--- config.mk ---
export PLATFORM = sky130hd
export DESIGN_NAME = hub75_bcm_scheduler
export DESIGN_NICKNAME = d
export VERILOG_FILES = /design/src/rtl/hub75_bcm_scheduler.sv
export SDC_FILE = /design/constraint.sdc
export NUM_CORES = 1
export LEC_CHECK = 0
export CAP_MARGIN = 0
export CORE_ASPECT_RATIO = 0.8
export CORE_MARGIN = 1.5
export CORE_UTILIZATION = 40
export DETAILED_ROUTE_END_ITERATION = 7
export SYNTH_ARGS = -nofsm -noshare
export SYNTH_HDL_FRONTEND = slang
export SYNTH_SLANG_ARGS = --single-unit
--- constraint.sdc ---
create_clock -name clk -period 3.6 [get_ports clk]
set_clock_uncertainty 0.15 [all_clocks]
set_input_delay 0.72 -clock clk [delete_from_list [all_inputs] [get_ports clk]]
set_output_delay 0.72 -clock clk [all_outputs]
set_load 0.02 [all_outputs]
--- src/rtl/hub75_bcm_scheduler.sv ---
// hub75_bcm_scheduler: binary-coded-modulation refresh sequencer for a HUB75 panel.
// For every row and bit plane it requests one row shift from the colour shifter, waits for
// the latch to finish, updates the row address, then opens OE for max(base,1) << bit cycles,
// with GUARD_P blanking cycles on each side of the window.
// Optional feature: define HUB75_BRIGHTNESS_EN to scale the lit part of each window by
// i_brightness/256. The window length and refresh period stay the same.
`timescale 1ns/1ps
module hub75_bcm_scheduler #(
   parameter int unsigned HPIXEL_P   = 64,
   parameter int unsigned VPIXEL_P   = 64,
   parameter int unsigned BPP_P      = 8,
   parameter int unsigned SEGMENTS_P = 2,
   parameter int unsigned GUARD_P    = 4,
   localparam int unsigned Rows  = VPIXEL_P / SEGMENTS_P,
   localparam int unsigned AddrW = (HPIXEL_P * VPIXEL_P > 1) ? $clog2(HPIXEL_P * VPIXEL_P) : 1,
   localparam int unsigned BitW  = (BPP_P > 1) ? $clog2(BPP_P) : 1,
   localparam int unsigned RowW  = (Rows > 1) ? $clog2(Rows) : 1
) (
   input  logic             clk,
   input  logic             rst_n,
   input  logic             i_enable,
   input  logic [15:0]      i_base_ticks,
   input  logic [7:0]       i_brightness,
   output logic             o_tx_start,
   output logic [AddrW-1:0] o_init_addr,
   output logic [BitW-1:0]  o_pix_bit,
   input  logic             i_tx_ready,
   output logic [RowW-1:0]  o_row_addr,
   output logic             o_oe_n,
   output logic             o_frame_start,
   output logic             o_busy
);

   // Wide enough for 0xFFFF << (BPP_P-1) without overflow.
   localparam int unsigned CntW = 16 + BPP_P;

   typedef enum logic [2:0] {
      StIdle,
      StStart,
      StWaitBusy,
      StWaitDone,
      StGuardPre,
      StShow,
      StGuardPost
   } state_e;

   state_e           state_q, state_d;
   logic [RowW-1:0]  row_q, row_d;
   logic [BitW-1:0]  bit_q, bit_d;
   logic [CntW-1:0]  cnt_q, cnt_d;
   logic [CntW-1:0]  window_q, window_next;
   logic [AddrW-1:0] addr_q;
   logic [BitW-1:0]  pix_bit_q;
   logic [RowW-1:0]  row_addr_q;
   logic [15:0]      base_eff;
   logic             enter_start;
   logic             oe_on;

`ifdef HUB75_BRIGHTNESS_EN
   logic [CntW-1:0]  lit_q, lit_next;
   logic [CntW+7:0]  lit_prod;
`else
   logic             unused_brightness;
   assign unused_brightness = ^i_brightness;
`endif

   // Window length for the plane being started; base of 0 behaves as 1.
   always_comb begin
      base_eff    = (i_base_ticks == 16'd0) ? 16'd1 : i_base_ticks;
      window_next = CntW'(base_eff) << bit_q;
`ifdef HUB75_BRIGHTNESS_EN
      lit_prod    = (CntW + 8)'(window_next) * (CntW + 8)'(i_brightness);
      lit_next    = lit_prod[CntW+7:8];
`endif
   end

   // Next-state logic: plane sequencing and row/bit advance on GUARD_POST exit.
   always_comb begin
      state_d = state_q;
      row_d   = row_q;
      bit_d   = bit_q;
      unique case (state_q)
         StIdle: begin
            if (i_enable && i_tx_ready) state_d = StStart;
         end
         StStart: begin
            state_d = StWaitBusy;
         end
         StWaitBusy: begin
            if (!i_tx_ready) state_d = StWaitDone;
         end
         StWaitDone: begin
            if (i_tx_ready) state_d = StGuardPre;
         end
         StGuardPre: begin
            if (cnt_q == CntW'(GUARD_P - 1)) state_d = StShow;
         end
         StShow: begin
            if (cnt_q == window_q - CntW'(1)) state_d = StGuardPost;
         end
         StGuardPost: begin
            if (cnt_q == CntW'(GUARD_P - 1)) begin
               if (bit_q == BitW'(BPP_P - 1)) begin
                  bit_d = '0;
                  row_d = (row_q == RowW'(Rows - 1)) ? '0 : row_q + RowW'(1);
               end else begin
                  bit_d = bit_q + BitW'(1);
               end
               if (i_enable) begin
                  state_d = StStart;
               end else begin
                  // Stopping refresh rewinds to the top of the frame.
                  state_d = StIdle;
                  row_d   = '0;
                  bit_d   = '0;
               end
            end
         end
         default: begin
            state_d = StIdle;
         end
      endcase
   end

   // Cycle counter restarts on every state change; only the timed states use it.
   always_comb begin
      cnt_d = '0;
      if (state_d == state_q &&
          (state_q == StGuardPre || state_q == StShow || state_q == StGuardPost)) begin
         cnt_d = cnt_q + CntW'(1);
      end
   end

   assign enter_start = (state_d == StStart) && (state_q != StStart);

   // State, position and sampled-per-plane registers.
   always_ff @(posedge clk) begin
      if (!rst_n) begin
         state_q    <= StIdle;
         row_q      <= '0;
         bit_q      <= '0;
         cnt_q      <= '0;
         window_q   <= CntW'(1);
         addr_q     <= '0;
         pix_bit_q  <= '0;
         row_addr_q <= '0;
`ifdef HUB75_BRIGHTNESS_EN
         lit_q      <= '0;
`endif
      end else begin
         state_q <= state_d;
         row_q   <= row_d;
         bit_q   <= bit_d;
         cnt_q   <= cnt_d;
         // Shift request fields are presented with the START cycle and held until the next one.
         if (enter_start) begin
            addr_q    <= AddrW'(row_d) * AddrW'(HPIXEL_P);
            pix_bit_q <= bit_d;
         end
         if (state_q == StStart) begin
            window_q <= window_next;
`ifdef HUB75_BRIGHTNESS_EN
            lit_q    <= lit_next;
`endif
         end
         // Row lines only move while the panel is blanked, after the new row has latched.
         if (state_q == StWaitDone && state_d == StGuardPre) begin
            row_addr_q <= row_q;
         end
      end
   end

   // OE is lit for the whole SHOW window, or only its leading part when brightness is scaled.
   always_comb begin
`ifdef HUB75_BRIGHTNESS_EN
      oe_on = (state_q == StShow) && (cnt_q < lit_q);
`else
      oe_on = (state_q == StShow);
`endif
   end

   assign o_tx_start    = (state_q == StStart);
   assign o_frame_start = (state_q == StStart) && (row_q == '0) && (bit_q == '0);
   assign o_init_addr   = addr_q;
   assign o_pix_bit     = pix_bit_q;
   assign o_row_addr    = row_addr_q;
   assign o_oe_n        = !oe_on;
   assign o_busy        = (state_q != StIdle);

endmodule

Word-level counts from Yosys, hierarchy flattened --
Cells that the tools add are included.
Word-level totals: flip-flop bits (word level) 72, bits of input ports 28, output and inout bits 24
Cells by class: add/sub/neg operators 4, eq/ne operators 14, shift-type cells 1, muxes and demuxes 18, reduce and logical (&&, ||, !) cells 15
Operator list (count):
- $mux W3 | 10
- $mux W5 | 5
- $add A24 B1 Y24 const B | 1
- $eq A24 B2 Y1 const B | 1
- $eq A24 B24 Y1 | 1
- $shl A16 B3 Y24 | 1
- $sub A24 B1 Y24 const B | 1
- $pmux W3 S7 | 1
- $logic_not A16 Y1 | 1
- $mux W16 | 1
- $eq A3 B3 Y1 const B | 5
- $eq A3 B1 Y1 const B | 2
- $eq A3 B2 Y1 const B | 2
- $logic_and A1 B1 Y1 | 6
- $logic_not A3 Y1 | 2
- $add A5 B1 Y5 const B | 1
- $eq A5 B5 Y1 const B | 1
- $logic_not A5 Y1 | 1
- $add A3 B1 Y3 const B | 1
- $eq A3 B3 Y1 | 1
- $ne A3 B1 Y1 const B | 1
- $reduce_bool A3 Y1 | 1
- $logic_or A1 B1 Y1 | 2
- $reduce_and A2 Y1 | 1
- 2 further kinds | 2

Depth between registers and ports, before layout --
word-level depth 7, mapped depth 10, gate-level depth less buffers 9

Worst setup path after synthesis --
OpenSTA, ideal clock, no wires.
path kind flip-flop to flip-flop, start register window_q[0], end register cnt_q[11], data arrival time 2.651 ns, data required time 3.335 ns, slack 0.683 ns, stages on the path, launching flop included 11, path buffers 1, period minus slack after synthesis 2.917 ns, path through dfxtp_1 -> inv_1 -> ha_1 -> nor3b_2 -> nand4_2 -> xnor2_1 -> o211ai_1 -> or4_4 -> a2111oi_4 -> buf_6 -> o21ai_2
On the way: word-level cells in the longest chain between the ends 7
Ends and longest elaborated chain:
- start: declaration | RTL line 51 | logic [CntW-1:0] window_q, window_next;
- start signal: assignment | RTL line 143 | window_q <= CntW'(1);
- start signal: assignment | RTL line 161 | window_q <= window_next;
- $sub A24 B1 Y24 | RTL line 99 | if (cnt_q == window_q - CntW'(1)) state_d = StGuardPost;
- $eq A24 B24 Y1 | RTL line 99
- $mux W3 | RTL line 99
- $pmux W3 S7 | RTL line 82 | unique case (state_q)
- $eq A3 B3 Y1 | RTL line 128 | if (state_d == state_q &&
- $logic_and A1 B1 Y1 | RTL line 128
- $reduce_and A2 Y1 (no line)
- end signal: assignment | RTL line 154 | cnt_q <= cnt_d;
- end: declaration | RTL line 50 | logic [CntW-1:0] cnt_q, cnt_d;
No other way between the ends. A chain may end at the register's enable or synchronous reset.

Worst setup path after layout --
start register window_q[0], end register state_q[0]
On the way: word-level cells in the longest chain between the ends 4
Ends and longest elaborated chain:
- $sub A24 B1 Y24 | RTL line 99
- $eq A24 B24 Y1 | RTL line 99
- $mux W3 | RTL line 99
- $pmux W3 S7 | RTL line 82
- end signal: assignment | RTL line 139 | state_q <= StIdle;
- end signal: assignment | RTL line 151 | state_q <= state_d;
- end: declaration | RTL line 47 | state_e state_q, state_d;
No other way between the ends.

==> results.md <==
* Synth top cells by count: 71 x dfxtp_1, 66 x nand2_1, 39 x nor2_1, 34 x xnor2_1, 33 x clkbuf_1
* Initial antenna violation count at 0
* Die H at around 100 µm
* Synth area leaders: dfxtp_1 29%, xnor2_1 6.1%, nand2_1 5.1%
* R2r setup slk at between 0.3 and 0.4 ns
* Worst-path cell chain: inv_1 -> ha_1 -> nor3b_2 -> nand4_2 -> xnor2_1 -> o211ai_1 -> or4_4 -> a2111oi_4 -> buf_12 -> o31ai_1
* Vias in the first global route at 4193
* Worst Setup Path Type: flip-flop to flip-flop
* 1st-iter DRT viols at 216
* Status: completed
* Worst r2r src: window_q[0]
* Cts hold-fix bufs at 0
* Nets at 649
* Largest fanout on the critical path at 26
* Setup violation total in the final timing report at 0
* Clock transition at path regs at 0.06 ns
* Skew-Pair Late Insertion Delay at 0.34 ns
* DP HPWL at 8.454 mm
* GP Congestion at 0.8246
* Net Sw Power at 0.5711 mW
* Total number of vias at roughly 4400
* EDFF count, synth at 0
* Tcrit/Tclk final at 89.30%
* Combinational share of power at 15.2%
* Top delay family on crit path: simple AND/OR/NAND/NOR gates
* DIE WIDTH at 126.2 µm
* CTS Buffer Depth at 2
* Yosys cell types at 66
* Clock Power Share at between 40 and 50%
* GRT Resource Usage Total at 19.41%
* Number of setup buffers added after CTS at 0
* Max-slew violations at 0
* Layout cell share with drive strength beyond 1 at a little under a tenth
* Crit path buf inv count at 2
* Most frequent cell after synthesis: dfxtp_1
* Slew at the pin with the worst max-slew slack at 0.6821 ns
* Slowest library cell on the worst path: or4_4
* Top-area cell type share of the netlist area at a little under 30%
* First-pass GRT wire length at just over 20 mm
* Drt total wl at 11.72 mm
* Synth Flop Type: dfxtp_1
* Synth async-reset ratio at 0%
* Final Hold Fails at 0
* Num CTS Buffers at 9
* Max-slew headroom at 54.42%
* Synth Cell Area at 4855 µm²
* Hold Crit Class: flip-flop to flip-flop
* Critical Path AT at 3.26 ns
* Crit path capture type: flip-flop
* Peak Freq at 311.1 MHz
* Sw Ratio at 27.64%
* Int Pwr at 1.495 mW
* Synth warn at 0
* Setup Total Neg Slack at 0 ns
* Vias per Instance at 5.700
* Initial core utilization at 41.52%
* Post-synthesis sequential area ratio at 29.28%
* RSZ-0062 raised after global routing: false
* Largest net degree at the start of global routing at 47
* Gate Count Post-Synth at 596
* Max Cap Viol at 0
* Routed WL per cell at between 15 and 20 µm
* First drt pass iteration count at 4
* Root Buffer: clkbuf_16
* Post-synth top area cell: dfxtp_1
* Util after Layout at 47.89%
* Tmin final at between 3 and 4 ns
* Row count at 35
* IO buf count at 36
* CP peak stage delay at 0.57 ns
* Pwr dens at 369.1 nW/µm²
* Core Area at 11690 µm²
* IO Pins at 52
* H-tree Lvls at 3
* Remaining DRCs at 0
* Worst path required time at 3.64 ns
* Die Footprint at 12810 µm²
* CP startpoint: window_q[0]
* Hold Path Origin: window_q[13]
* Mapped Avg Cell Area at 8.145 µm²
* Peak supply drop at 0.0002278 V
* Post-route ant nets at 0
* CTS resizes at 0
* Num Clock Sinks at 71
* Synth Register Bits at 71
* Grt total ovfl at 0
* Area delta synth->final at 15.34%
* Flop pwr share at 40.0%
* Pleak at 2.116 nW
* TritonCTS clock tree: yes
* Startpoint types: flip-flop
* Ant diodes at 0
==> flip-flops by register name (all words and copies together), names as in the netlist <==
| name | count |
|---|---|
| bit_q | 3 |
| o_pix_bit | 3 |
| o_row_addr | 5 |
| cnt_q | 24 |
| state_q | 3 |
| o_init_addr | 5 |
| window_q | 23 |
| row_q | 5 |
==> power groups by stage <==
stage	clock network [mW]	logic [mW]	registers, mW
global placement	0	0.308	0.844
floorplan	0	0.237	0.837
global route	0.981	0.346	0.830
CTS	0.946	0.317	0.827
detailed placement	0	0.315	0.845
finish	0.924	0.315	0.827
==> worst paths after layout <==
kind | cells after the start | to
max | 10 | state_q[0]
min | 2 | window_q[13]
max reg2reg | 10 | state_q[0]
min reg2reg | 2 | window_q[13]
==> stage by stage <==
stage | total power, mW | setup slack [ns] | area [µm²] | cells | hold slack [ns]
6_report | 2.066 | 0.3853 | 5599 | 766 | 0.3532
2_1_floorplan | 1.074 | 0.6832 | 4877 | 602 | 0.3103
4_1_cts | 2.090 | 0.3966 | 5599 | 766 | 0.3572
3_5_place_dp | 1.160 | 0.4171 | 5291 | 750 | 0.3451
3_3_place_gp | 1.152 | 0.4839 | 5291 | 750 | 0.3332
5_1_grt | 2.157 | 0.2240 | 5599 | 766 | 0.3742
==> logic make-up after synthesis <==
group           after synthesis  synth area share, %
compound gates              122                18.76
xor+xnor                     53                9.562
fa+ha+maj                     8                2.062
buf+inv                      61                5.670
flops                        71                29.28
mux                          22                5.670
other cells                   1              0.07725
simple gates                258                28.92
==> metal layers <==
layer	vias up	global-route usage (%)	share of wire, %
met3	10	3.909	3.9
met2	70	31.99	45
met4	0	4.951	0.79
met1	2078	26.26	50
li1	2208	-	-
met5	-	0	0
==> layout make-up <==
class / count / area (µm²)
Fill cell: 1162 / 6093
Multi-Input combinational cell: 470 / 3181
Sequential cell: 71 / 1421
Timing Repair Buffer: 46 / 447.9
Clock buffer: 10 / 239.0
Tap cell: 148 / 185.2
Clock inverter: 6 / 68.82
Inverter: 15 / 56.30
==> worst min-delay path, stage by stage, from the launching register on <==
cell and delay (ns):
dfxtp_1 0.33, nand2_1 0.06, a21boi_0 0.06
==> cells in the final DEF, fill, tap and decap left out, types with 9 or more instances in the layout <==
cell,netlist,final
dfxtp_1,71,71
nand2_1,66,66
nor2_1,39,39
clkdlybuf4s50_1,0,36
xnor2_1,34,34
or3_1,29,29
nand3_1,26,26
a21oi_1,22,22
xor2_1,19,19
o21ai_0,15,15
nor2b_1,14,14
nor4_1,14,14
mux2i_1,14,14
inv_1,13,13
nor3_1,13,13
nand4_1,12,12
o211a_1,11,11
o21ai_2,10,10
or4_1,9,9
o32ai_1,9,9
clkbuf_16,0,9
buf_4,8,9
(Power assumes the default switching activity.)
